--- src/rtl/qubit_gate_sequencer.sv ---
// Single-qubit gate sequencer: sweeps every amplitude pair of the target qubit in an
// external state-vector RAM, applies I/X/Z/Y in-line and writes the pair back in place.

module qgs_gate_alu #(
  parameter int FIXED_WIDTH = 16
) (
  input  logic [1:0]                    gate,
  input  logic signed [FIXED_WIDTH-1:0] re0,
  input  logic signed [FIXED_WIDTH-1:0] im0,
  input  logic signed [FIXED_WIDTH-1:0] re1,
  input  logic signed [FIXED_WIDTH-1:0] im1,
  output logic signed [FIXED_WIDTH-1:0] new0_re,
  output logic signed [FIXED_WIDTH-1:0] new0_im,
  output logic signed [FIXED_WIDTH-1:0] new1_re,
  output logic signed [FIXED_WIDTH-1:0] new1_im
);
  localparam logic signed [FIXED_WIDTH-1:0] MINV = {1'b1, {(FIXED_WIDTH-1){1'b0}}};
  localparam logic signed [FIXED_WIDTH-1:0] MAXV = {1'b0, {(FIXED_WIDTH-1){1'b1}}};

  // Two's-complement -MIN does not exist; clamp to MAX instead of wrapping.
  function automatic logic signed [FIXED_WIDTH-1:0] sneg(input logic signed [FIXED_WIDTH-1:0] x);
    return (x == MINV) ? MAXV : -x;
  endfunction

  always_comb begin
    new0_re = re0;
    new0_im = im0;
    new1_re = re1;
    new1_im = im1;
    case (gate)
      2'd1: begin
        new0_re = re1;
        new0_im = im1;
        new1_re = re0;
        new1_im = im0;
      end
      2'd2: begin
        new1_re = sneg(re1);
        new1_im = sneg(im1);
      end
      2'd3: begin
        new0_re = im1;
        new0_im = sneg(re1);
        new1_re = sneg(im0);
        new1_im = re0;
      end
      default: ;
    endcase
  end
endmodule

module qubit_gate_sequencer #(
  parameter int FIXED_WIDTH = 16,
  parameter int NUM_QUBITS  = 3,
  localparam int ADDR_W = NUM_QUBITS,
  localparam int TGT_W  = (NUM_QUBITS > 1) ? $clog2(NUM_QUBITS) : 1
) (
  input  logic                   clk,
  input  logic                   rst_n,
  input  logic                   cmd_valid,
  output logic                   cmd_ready,
  input  logic [1:0]             cmd_gate,
  input  logic [TGT_W-1:0]       cmd_target,
  output logic                   mem_rd_en,
  output logic [ADDR_W-1:0]      mem_rd_addr,
  input  logic [FIXED_WIDTH-1:0] mem_rd_real,
  input  logic [FIXED_WIDTH-1:0] mem_rd_imag,
  output logic                   mem_wr_en,
  output logic [ADDR_W-1:0]      mem_wr_addr,
  output logic [FIXED_WIDTH-1:0] mem_wr_real,
  output logic [FIXED_WIDTH-1:0] mem_wr_imag,
  output logic                   busy,
  output logic                   done,
  output logic                   err
);
  localparam int P_W       = (NUM_QUBITS > 1) ? NUM_QUBITS - 1 : 1;
  localparam int NUM_PAIRS = 1 << (NUM_QUBITS - 1);
  localparam logic [31:0] NQ = NUM_QUBITS;

  typedef enum logic [2:0] {
    S_IDLE, S_RD0, S_RD1, S_CALC, S_WR0, S_WR1, S_DONE
  } state_t;

  state_t state, state_n;
  logic [P_W-1:0]         p;
  logic [1:0]             gate_q;
  logic [TGT_W-1:0]       tgt_q;
  logic                   err_q;
  logic [FIXED_WIDTH-1:0] a0_re, a0_im;
  logic [FIXED_WIDTH-1:0] n0_re, n0_im, n1_re, n1_im;
  logic [FIXED_WIDTH-1:0] c0_re, c0_im, c1_re, c1_im;
  logic [ADDR_W-1:0]      pe, tbit, mask, addr0, addr1;
  logic                   tgt_ok, last_pair;

  assign tgt_ok    = (32'(cmd_target) < NQ);
  assign last_pair = (p == P_W'(NUM_PAIRS - 1));

  // Open a zero bit at the target position: bits below stay, bits above shift up.
  assign pe    = ADDR_W'(p);
  assign tbit  = ADDR_W'(1) << tgt_q;
  assign mask  = tbit - ADDR_W'(1);
  assign addr0 = ((pe & ~mask) << 1) | (pe & mask);
  assign addr1 = addr0 | tbit;

  qgs_gate_alu #(.FIXED_WIDTH(FIXED_WIDTH)) u_alu (
    .gate    (gate_q),
    .re0     (a0_re),
    .im0     (a0_im),
    .re1     (mem_rd_real),
    .im1     (mem_rd_imag),
    .new0_re (c0_re),
    .new0_im (c0_im),
    .new1_re (c1_re),
    .new1_im (c1_im)
  );

  always_ff @(posedge clk or negedge rst_n) begin
    if (!rst_n) state <= S_IDLE;
    else        state <= state_n;
  end

  always_comb begin
    state_n = state;
    case (state)
      S_IDLE: if (cmd_valid) state_n = tgt_ok ? S_RD0 : S_DONE;
      S_RD0:  state_n = S_RD1;
      S_RD1:  state_n = S_CALC;
      S_CALC: state_n = S_WR0;
      S_WR0:  state_n = S_WR1;
      S_WR1:  state_n = last_pair ? S_DONE : S_RD0;
      S_DONE: state_n = S_IDLE;
      default: state_n = S_IDLE;
    endcase
  end

  always_ff @(posedge clk or negedge rst_n) begin
    if (!rst_n) begin
      p      <= '0;
      gate_q <= '0;
      tgt_q  <= '0;
      err_q  <= 1'b0;
      a0_re  <= '0;
      a0_im  <= '0;
      n0_re  <= '0;
      n0_im  <= '0;
      n1_re  <= '0;
      n1_im  <= '0;
    end else begin
      case (state)
        S_IDLE: if (cmd_valid) begin
          p      <= '0;
          gate_q <= cmd_gate;
          tgt_q  <= cmd_target;
          err_q  <= !tgt_ok;
        end
        S_RD1: begin
          a0_re <= mem_rd_real;
          a0_im <= mem_rd_imag;
        end
        S_CALC: begin
          n0_re <= c0_re;
          n0_im <= c0_im;
          n1_re <= c1_re;
          n1_im <= c1_im;
        end
        S_WR1:  p <= p + P_W'(1);
        default: ;
      endcase
    end
  end

  // All outputs decode the state register, so reset clears them asynchronously.
  assign cmd_ready   = (state == S_IDLE);
  assign busy        = (state != S_IDLE);
  assign done        = (state == S_DONE);
  assign err         = (state == S_DONE) && err_q;
  assign mem_rd_en   = (state == S_RD0) || (state == S_RD1);
  assign mem_wr_en   = (state == S_WR0) || (state == S_WR1);
  assign mem_rd_addr = (state == S_RD0) ? addr0 : (state == S_RD1) ? addr1 : '0;
  assign mem_wr_addr = (state == S_WR0) ? addr0 : (state == S_WR1) ? addr1 : '0;
  assign mem_wr_real = (state == S_WR0) ? n0_re : (state == S_WR1) ? n1_re : '0;
  assign mem_wr_imag = (state == S_WR0) ? n0_im : (state == S_WR1) ? n1_im : '0;
endmodule

--- config.mk ---
export PLATFORM = sky130hd
export DESIGN_NAME = qubit_gate_sequencer
export DESIGN_NICKNAME = d
export VERILOG_FILES = /design/src/rtl/qubit_gate_sequencer.sv
export SDC_FILE = /design/constraint.sdc
export NUM_CORES = 1
export LEC_CHECK = 0
export CAP_MARGIN = 20
export CELL_PAD_IN_SITES_DETAIL_PLACEMENT = 1
export CELL_PAD_IN_SITES_GLOBAL_PLACEMENT = 1
export CORE_MARGIN = 1
export CORE_UTILIZATION = 45
export CTS_CLUSTER_DIAMETER = 30
export DETAILED_ROUTE_END_ITERATION = 10
export PLACE_DENSITY = 0.9
export SLEW_MARGIN = 20
export SYNTH_ARGS = -nofsm -noshare
export SYNTH_HDL_FRONTEND = slang
export SYNTH_HIERARCHICAL = 1
export SYNTH_SLANG_ARGS = --single-unit
--- constraint.sdc ---
create_clock -name clk -period 2.5 [get_ports clk]
set_input_delay 0.25 -clock clk [delete_from_list [all_inputs] [get_ports clk]]
set_output_delay 0.25 -clock clk [all_outputs]
set_load 0.03 [all_outputs]
==> results.txt, run 1 <==
----------------------------------------------------
[Floorplanning]
  Height of the die ... about 130 um
  Total core area ... roughly 0.016 mm^2
  Horizontal die dimension ... 129.7 um
  Effective utilization at floorplan ... 46.20%
  Row Count ... between 40 and 50
  Die outline area ... roughly 0.017 mm^2
  I/O Pins ... a little over 80

[Hold path]
  Worst hold path type ... primary input to flip-flop

[Routing]
  Routed wire per std cell ... 25.03 um
  Initial detailed-routing violation count ... 855
  Drt pass-1 iters ... 5
  Overall via count from detail_route ... just over 7000
  Via count normalized by instance count ... 6.538
  Remaining routing DRC violations ... 0
  Post-DRT Antenna Nets ... 0
  Total wire length after detailed routing ... about 28000 um

[Clock tree]
  Sinks on Clock Net ... between 100 and 150
  Clock input transition at the sequential cells of the worst setup and hold paths ... approximately 80 ps
  Maximum count of clock buffers along a single path ... 2
  CTS buffer count ... 9
  H-Tree Depth ... 3
  Clk Latency, worst-skew pair ... about 360 ps
  TritonCTS clock tree ... done
  Cell chosen for the clock root ... sky130_fd_sc_hd__clkbuf_16

[Global routing]
  Vias in the first global route ... between 7000 and 8000
  Gr ovfl total ... 0
  Layer carrying the most global-route usage ... met2
  M2 GR Usage ... between 50% and 60%
  Wire length of the first global-routing pass ... 41960 um
  Pin count of the biggest net entering global routing ... between 60 and 70
  Met3 Track Usage GR ... 6.765%
  Antenna violations before repair ... 0
  Met1 track demand over resource in global routing ... ~44%
  Total Routing Usage GR ... between 30% and 40%

[Timing]
  Slew Viols, Final ... 0
  Final-report setup violation count ... 2
  Count of final hold-check violations ... 0
  Transition time at the pin with the least slew margin ... 628.9 ps
  Minimum setup slack in the final design ... -66.38 ps
  Final setup skew ... approximately 11 ps
  Setup TNS Final ... -90.03 ps
  Final critical-path required period ... 2566 ps
  Max Freq ... 0.3897 GHz
  Worst max-slew margin expressed relative to the limit ... between 50% and 60%
  Ratio of final minimum period to clock period ... 102.7%

[Logic synthesis]
  Fraction of registers with async set or reset after synthesis ... between 90% and 100%
  Number of enable flip-flop cells after synthesis ... 0
  Syn_area_per_cell ... 9.721 um^2
  Cell count after synthesis ... around 760
  Count of cell types in the netlist ... 75
  Combined area of all synthesized cells ... 0.007340 mm^2
  Main flop type after synthesis ... sky130_fd_sc_hd__dfrtp_1
  Sequential element share of the synthesized area ... between 30 and 40%
  Post-Synthesis Net Count ... around 800
  Count of synthesis-stage warnings from yosys ... 6
  Number of storage elements in the synthesis netlist ... about 110

[Run status]
  Run status ... finished, violations left
  Failing checks ... setup timing

[Place]
  DP Wirelength ... approximately 19000 um
  Weighted congestion reported at the end of routability-driven placement ... 0.9599
  Port-buffer cells ... 82
  Worst setup timing slack at the placement stage ... -325.9 ps

[Cells and area]
  Area growth, synth to finish ... 26.22%
  Fraction of layout cells with a size suffix above 1 ... 31.77%
  Antenna cells ... 0
  Number of nets in the layout ... a little over 900
  Final-layout fill cell count ... 1789

[Critical path]
  Maximum single-stage delay on the critical path ... between 500 and 600 ps
  Type of the worst setup path ... flip-flop to flip-flop
  Kind of cell with the highest combined delay on the critical path ... simple AND/OR/NAND/NOR gates
  Critical Path Sink Type ... flip-flop
  Data arrival time at the worst-slack endpoint ... roughly 2900 ps
  Critical-path cell with the highest stage delay ... sky130_fd_sc_hd__or3_1
  Required time at the endpoint of the critical path ... approximately 2800 ps
  Critical Path Fanout Max ... 4
  Cells along the critical path ... inv_1 > ha_1 > nor2b_1 > nand2_1 > or3_1 > a21oi_1 > a211o_1 > mux2_4
  Buffers and inverters on the worst path ... 1
  Critical path startpoint category ... flip-flop

[Pwr]
  Static leakage power ... 4.102 nW
  Power per cell area ... between 1000 and 1500 mW/mm^2
  Peak ir drop on the vdd network ... approximately 0.5 mV
  PnR Total Power ... around 13 mW

[Job]
  Reported max-cap violation count ... 0

----------------------------------------------------
[cell families (layout without fill, tap and decap cells)]
group / count (synthesis) / after routing / share of synthesized area (%)
simple gates: 230 / 230 / 16.40
compound gates: 193 / 193 / 17.92
mux: 129 / 129 / 22.13
flops: 106 / 106 / 36.14
buf+inv: 78 / 217 / 4.944
xor+xnor: 15 / 15 / 1.790
fa+ha+maj: 4 / 4 / 0.6819
[stage by stage]
step / utilization [%] / std cells / hold WS, ps / cell area [um^2]
CTS: 58.03 / 1109 / 438.7 / 9218
global route: 58.32 / 1110 / 333.6 / 9264
floorplan: - / 755 / -45.59 / 7340
finish: 58.32 / 1110 / 321.4 / 9264
global placement: 55.91 / 1092 / 270.6 / 8881
detailed placement: 55.91 / 1092 / 277.7 / 8881
[final cells by class]
class / count / area [um^2] / area share, %
Sequential cell: 106 / 2658 / 28.69
Inverter: 19 / 71.32 / 0.7699
Clock inverter: 4 / 48.80 / 0.5267
Tap cell: 216 / 270.3 / 2.917
Multi-Input combinational cell: 571 / 4375 / 47.23
Clock buffer: 12 / 266.5 / 2.877
Timing Repair Buffer: 182 / 1574 / 16.99
[placed cells by master (no fill, tap or decap), types with 5 or more instances in the layout]
master / n
sky130_fd_sc_hd__clkdlybuf4s50_1: 43
sky130_fd_sc_hd__o31ai_1: 8
sky130_fd_sc_hd__nand2b_1: 7
sky130_fd_sc_hd__or3_1: 7
sky130_fd_sc_hd__a21oi_1: 37
sky130_fd_sc_hd__o21ai_0: 35
sky130_fd_sc_hd__nor4_1: 9
sky130_fd_sc_hd__a31oi_1: 11
sky130_fd_sc_hd__clkbuf_16: 9
sky130_fd_sc_hd__nand3_1: 16
sky130_fd_sc_hd__nor2b_1: 5
sky130_fd_sc_hd__nand4_1: 5
sky130_fd_sc_hd__nor2_1: 65
sky130_fd_sc_hd__a22o_1: 34
sky130_fd_sc_hd__inv_1: 17
sky130_fd_sc_hd__nor3_1: 13
sky130_fd_sc_hd__mux2_4: 53
sky130_fd_sc_hd__buf_4: 129
sky130_fd_sc_hd__o221ai_1: 9
sky130_fd_sc_hd__mux2_2: 52
sky130_fd_sc_hd__xnor2_1: 8
sky130_fd_sc_hd__o22ai_1: 15
sky130_fd_sc_hd__xor2_1: 6
sky130_fd_sc_hd__o32ai_1: 6
sky130_fd_sc_hd__dfrtp_1: 102
sky130_fd_sc_hd__mux2i_1: 22
sky130_fd_sc_hd__a211oi_1: 6
sky130_fd_sc_hd__nand2_1: 59
sky130_fd_sc_hd__or4_4: 5
sky130_fd_sc_hd__buf_12: 7
[worst paths after layout]
kind	to	depth (start not counted)	startpoint	slack, ps
worst max-delay path	n1_re[11]	8	a0_im[0]	-70
worst min-delay path	a0_re[1]	3	mem_rd_real[1]	320
worst max register to register	n1_re[11]	8	a0_im[0]	-70
worst min register to register	err_q	2	err_q	510
max in group asynchronous	a0_re[12]	3	rst_n	1510
min in group asynchronous	n0_im[0]	3	rst_n	420
[state kept, by name (all words and copies together) (netlist names)]
signal  flops
a0_im      16
a0_re      16
n0_im      16
n0_re      16
n1_im      16
n1_re      16
state       3
gate_q      2
p           2
tgt_q       2
err_q       1
[tightest hold or removal path, stage by stage]
cell and delay [ps]:
sky130_fd_sc_hd__dlymetal6s2s_1 110, sky130_fd_sc_hd__buf_4 140, sky130_fd_sc_hd__mux2_2 150
[timing repair]
item | 4_1_cts | 5_1_grt
pin swaps | 0 | 5
setup endpoints to repair | 1 | 8
buffers inserted | 0 | 1
gates resized for setup | 2 | 11
hold endpoints to repair | 61 | 0
hold buffers | 1 | 0
[cells in the mapped netlist (all sizes together), types with 16 or more instances]
| master | count | area share [%] |
|---|---|---|
| clkbuf | 31 | 1.6 |
| nand2 | 59 | 3.0 |
| dfrtp | 106 | 36 |
| nor2 | 65 | 3.3 |
| o21ai | 39 | 2.7 |
| inv | 18 | 0.92 |
| buf | 28 | 2.4 |
| a21oi | 37 | 2.5 |
| a22o | 34 | 4.1 |
| mux2 | 107 | 19 |
| mux2i | 22 | 3.0 |
| nand3 | 16 | 1.1 |
[routing by layer]
layer / vias up / wire, um
met2: 485 / 12500
met3: 126 / 2654
li1: 3070 / -
met4: 0 / 1264
met1: 3576 / 11370
met5: - / 0
[power by group]
part,internal [mW],switching [mW]
logic,3.42,3.90
registers,2.61,1.04
clock network,0.859,0.693
Power figures use the tool's default switching activity.
==> run 2: changes to the inputs <==
--- a/config.mk
+++ b/config.mk
@@ -8,7 +8,7 @@
 export CAP_MARGIN = 20
 export CELL_PAD_IN_SITES_DETAIL_PLACEMENT = 1
 export CELL_PAD_IN_SITES_GLOBAL_PLACEMENT = 1
-export CORE_MARGIN = 1
+export CORE_MARGIN = 4
 export CORE_UTILIZATION = 45
 export CTS_CLUSTER_DIAMETER = 30
 export DETAILED_ROUTE_END_ITERATION = 10
==> results.txt, run 2 (synthesis gave the netlist of run 1 again) <==
----------------------------------------------------
[Pwr]
  Peak ir drop on the vdd network ... 0.6509 mV (was 0.5103 mV)
  Logic gate share of total power ... 59.3% (was 58.4%)
  Internal power ... 6.777 mW (was 6.893 mW)
  Power per cell area ... 1336 mW/mm^2 (was 1353 mW/mm^2)
  Switching fraction of total power ... 45.50% (was 44.99%)
  Part of the total power dissipated in sequential elements ... 29.2% (about the same)
  Clock share of power ... 11.6% (was 12.4%)
  Static leakage power ... 4.097 nW (was 4.102 nW)
  P_sw ... 5.658 mW (was 5.637 mW)

[Timing]
  Final critical-path required period ... 2467 ps (was 2566 ps)
  Final-report setup violation count ... 0 (was 2)
  Transition time at the pin with the least slew margin ... 658.7 ps (was 628.9 ps)
  Final setup skew ... 11.10 ps (was 10.76 ps)
  Worst max-slew margin expressed relative to the limit ... 55.99% (was 57.63%)
  Max Freq ... 0.4054 GHz (was 0.3897 GHz)
  Ratio of final minimum period to clock period ... 98.68% (was 102.7%)
  Count of final hold-check violations ... 0 (unchanged)
  Slew Viols, Final ... 0 (unchanged)

[Routing]
  Post-DRT Antenna Nets ... 0 (unchanged)
  Initial detailed-routing violation count ... 936 (was 855)
  Remaining routing DRC violations ... 0 (unchanged)
  Drt pass-1 iters ... 6 (was 5)
  Overall via count from detail_route ... 7219 (was 7257)
  Total wire length after detailed routing ... 27920 um (was 27780 um)
  Via count normalized by instance count ... 6.469 (was 6.538)
  Routed wire per std cell ... 25.02 um (was 25.03 um)

[Cells and area]
  Final-layout fill cell count ... 1782 (was 1789)
  Antenna cells ... 0 (unchanged)
  Final non-filler cell total ... 1116 (was 1110)
  Finished layout cell area ... 0.009309 mm^2 (was 0.009264 mm^2)
  Area growth, synth to finish ... 26.83% (was 26.22%)
  Most common cell after layout, fill and taps aside ... sky130_fd_sc_hd__buf_4 (unchanged)
  Commonest cells after routing, fill and taps aside ... sky130_fd_sc_hd__buf_4 (133), sky130_fd_sc_hd__dfrtp_1 (101), sky130_fd_sc_hd__nor2_1 (65) (was sky130_fd_sc_hd__buf_4 (129), sky130_fd_sc_hd__dfrtp_1 (102), sky130_fd_sc_hd__nor2_1 (65))
  Number of nets in the layout ... 938 (was 932)
  Fraction of layout cells with a size suffix above 1 ... 32.11% (was 31.77%)

[Floorplanning]
  Horizontal die dimension ... 135.7 um (was 129.7 um)
  Row Count ... 46 (unchanged)
  I/O Pins ... 83 (unchanged)
  Total core area ... 0.01594 mm^2 (was 0.01589 mm^2)
  Height of the die ... 135.7 um (was 129.7 um)
  Effective utilization at floorplan ... 46.04% (was 46.20%)
  Die outline area ... 0.01842 mm^2 (was 0.01682 mm^2)

[Clock tree]
  Sinks on Clock Net ... 106 (unchanged)
  Clk Latency, worst-skew pair ... 370 ps (was 360 ps)
  Cell chosen for the clock root ... sky130_fd_sc_hd__clkbuf_16 (unchanged)
  Clock input transition at the sequential cells of the worst setup and hold paths ... 80 ps (about the same)
  TritonCTS clock tree ... done (unchanged)
  Maximum count of clock buffers along a single path ... 2 (unchanged)
  CTS buffer count ... 9 (unchanged)
  H-Tree Depth ... 3 (unchanged)

[Place]
  Port-buffer cells ... 82 (unchanged)
  Post-placement cell count ... 1099 (was 1092)
  DP Wirelength ... 19960 um (was 19320 um)
  Placement-stage cell area ... 0.008959 mm^2 (was 0.008881 mm^2)
  Weighted congestion reported at the end of routability-driven placement ... 0.9138 (was 0.9599)

[Critical path]
  Required time at the endpoint of the critical path ... 2760 ps (was 2800 ps)
  Worst setup slack for register-to-register paths ... 50 ps (was -70 ps)
  Crit. Startpoint ... mem_rd_real[0] (was a0_im[0])
  CP Depth ... 9 (was 8)
  Cells along the critical path ... clkdlybuf4s50_1 > inv_1 > ha_1 > or4b_4 > or4_4 > xnor2_2 > nand2_1 > a22o_1 > mux2_4 (was inv_1 > ha_1 > nor2b_1 > nand2_1 > or3_1 > a21oi_1 > a211o_1 > mux2_4)
  R2r endpoint ... n1_re[15] (was n1_re[11])
  Buffers and inverters on the worst path ... 2 (was 1)
  Type of the worst setup path ... primary input to flip-flop (was flip-flop to flip-flop)
  Maximum single-stage delay on the critical path ... 510 ps (was 560 ps)
  Crit path to ... n1_re[10] (was n1_re[11])
  Critical-path cell with the highest stage delay ... sky130_fd_sc_hd__or4_4 (was sky130_fd_sc_hd__or3_1)
  Critical Path Sink Type ... flip-flop (unchanged)
  Data arrival time at the worst-slack endpoint ... 2720 ps (was 2870 ps)
  Critical path startpoint category ... primary input (was flip-flop)
  Reg2Reg Launch Point ... a0_im[4] (was a0_im[0])
  Critical Path Fanout Max ... 2 (was 4)
  Kind of cell with the highest combined delay on the critical path ... simple AND/OR/NAND/NOR gates (unchanged)
  Worst r2r path cells ... 6 (was 8)

[Global routing]
  Pin count of the biggest net entering global routing ... 54 (was 62)
  Gr ovfl total ... 0 (unchanged)
  Total Routing Usage GR ... 30.47% (was 33.18%)
  Vias in the first global route ... 7587 (was 7314)
  Antenna violations before repair ... 0 (unchanged)
  Wire length of the first global-routing pass ... 43260 um (was 41960 um)

[Hold path]
  Worst hold path type ... primary input to async pin (was primary input to flip-flop)

[Run status]
  Run status ... finished clean (was finished, violations left)

[Job]
  Reported max-cap violation count ... 0 (unchanged)

----------------------------------------------------
## run 2: worst min path at each step
| stage | cells past startpoint | start | slack (ps) | end |
|---|---|---|---|---|
| 2_1_floorplan | 0 | rst_n | -50 | a0_im[0] |
| 3_3_place_gp | 1 | rst_n | 220 | gate_q[0] |
| 3_5_place_dp | 1 | rst_n | 230 | gate_q[0] |
| 4_1_cts | 2 | rst_n | 380 | gate_q[0] |
| 5_1_grt | 2 | rst_n | 420 | a0_im[14] |
| 6_report | 2 | rst_n | 370 | gate_q[0] |
## run 2: power by group through the flow
| stage | combinational (mW) | clock, mW | sequential, mW |
|---|---|---|---|
| 3_3_place_gp | 6.72 | 0 | 3.49 |
| 5_1_grt | 7.75 | 1.52 | 3.74 |
| 3_5_place_dp | 7.08 | 0 | 3.59 |
| 2_1_floorplan | 5.02 | 0 | 3.15 |
| 6_report | 7.37 | 1.44 | 3.63 |
| 4_1_cts | 7.18 | 1.45 | 3.59 |
## run 2: layout make-up
| class | instances | area (um^2) | area share, % |
|---|---|---|---|
| Clock inverter | 6 | 60.06 | 0.6452 |
| Clock buffer | 10 | 229.0 | 2.460 |
| Inverter | 19 | 71.32 | 0.7661 |
| Multi-Input combinational cell | 571 | 4380 | 47.06 |
| Timing Repair Buffer | 188 | 1639 | 17.61 |
| Sequential cell | 106 | 2659 | 28.56 |
| Tap cell | 216 | 270.3 | 2.903 |
## run 2: metal layers
metal	wire length (um)	up-vias	track usage (%)
met5	0	-	0
met2	12850	440	49.09
met4	990	0	11.53
li1	-	3088	-
met3	2698	99	7.281
met1	11380	3592	39.88
## run 2: timing repair
item | CTS | global route
setup buffers | 0 | 0
hold buffers | 1 | 0
hold endpoints to repair | 28 | 0
gates resized for setup | 2 | 9
endpoints found under the setup margin | 3 | 11
pin swaps | 0 | 1
## run 2: metrics by stage
| stage | hold WS [ps] | power, mW | utilization [%] | TNS (ps) | setup WS [ps] |
|---|---|---|---|---|---|
| floorplan | -45.59 | 8.174 | - | 0 | 183.6 |
| global placement | 218.9 | 10.22 | 56.19 | -3929 | -262.2 |
| detailed placement | 226.7 | 10.67 | 56.19 | -7326 | -427.9 |
| CTS | 378.5 | 12.22 | 58.11 | 0 | 4.360 |
| global route | 416.8 | 13.01 | 58.39 | -31.71 | -31.71 |
| finish | 373.8 | 12.44 | 58.39 | 0 | 33.11 |
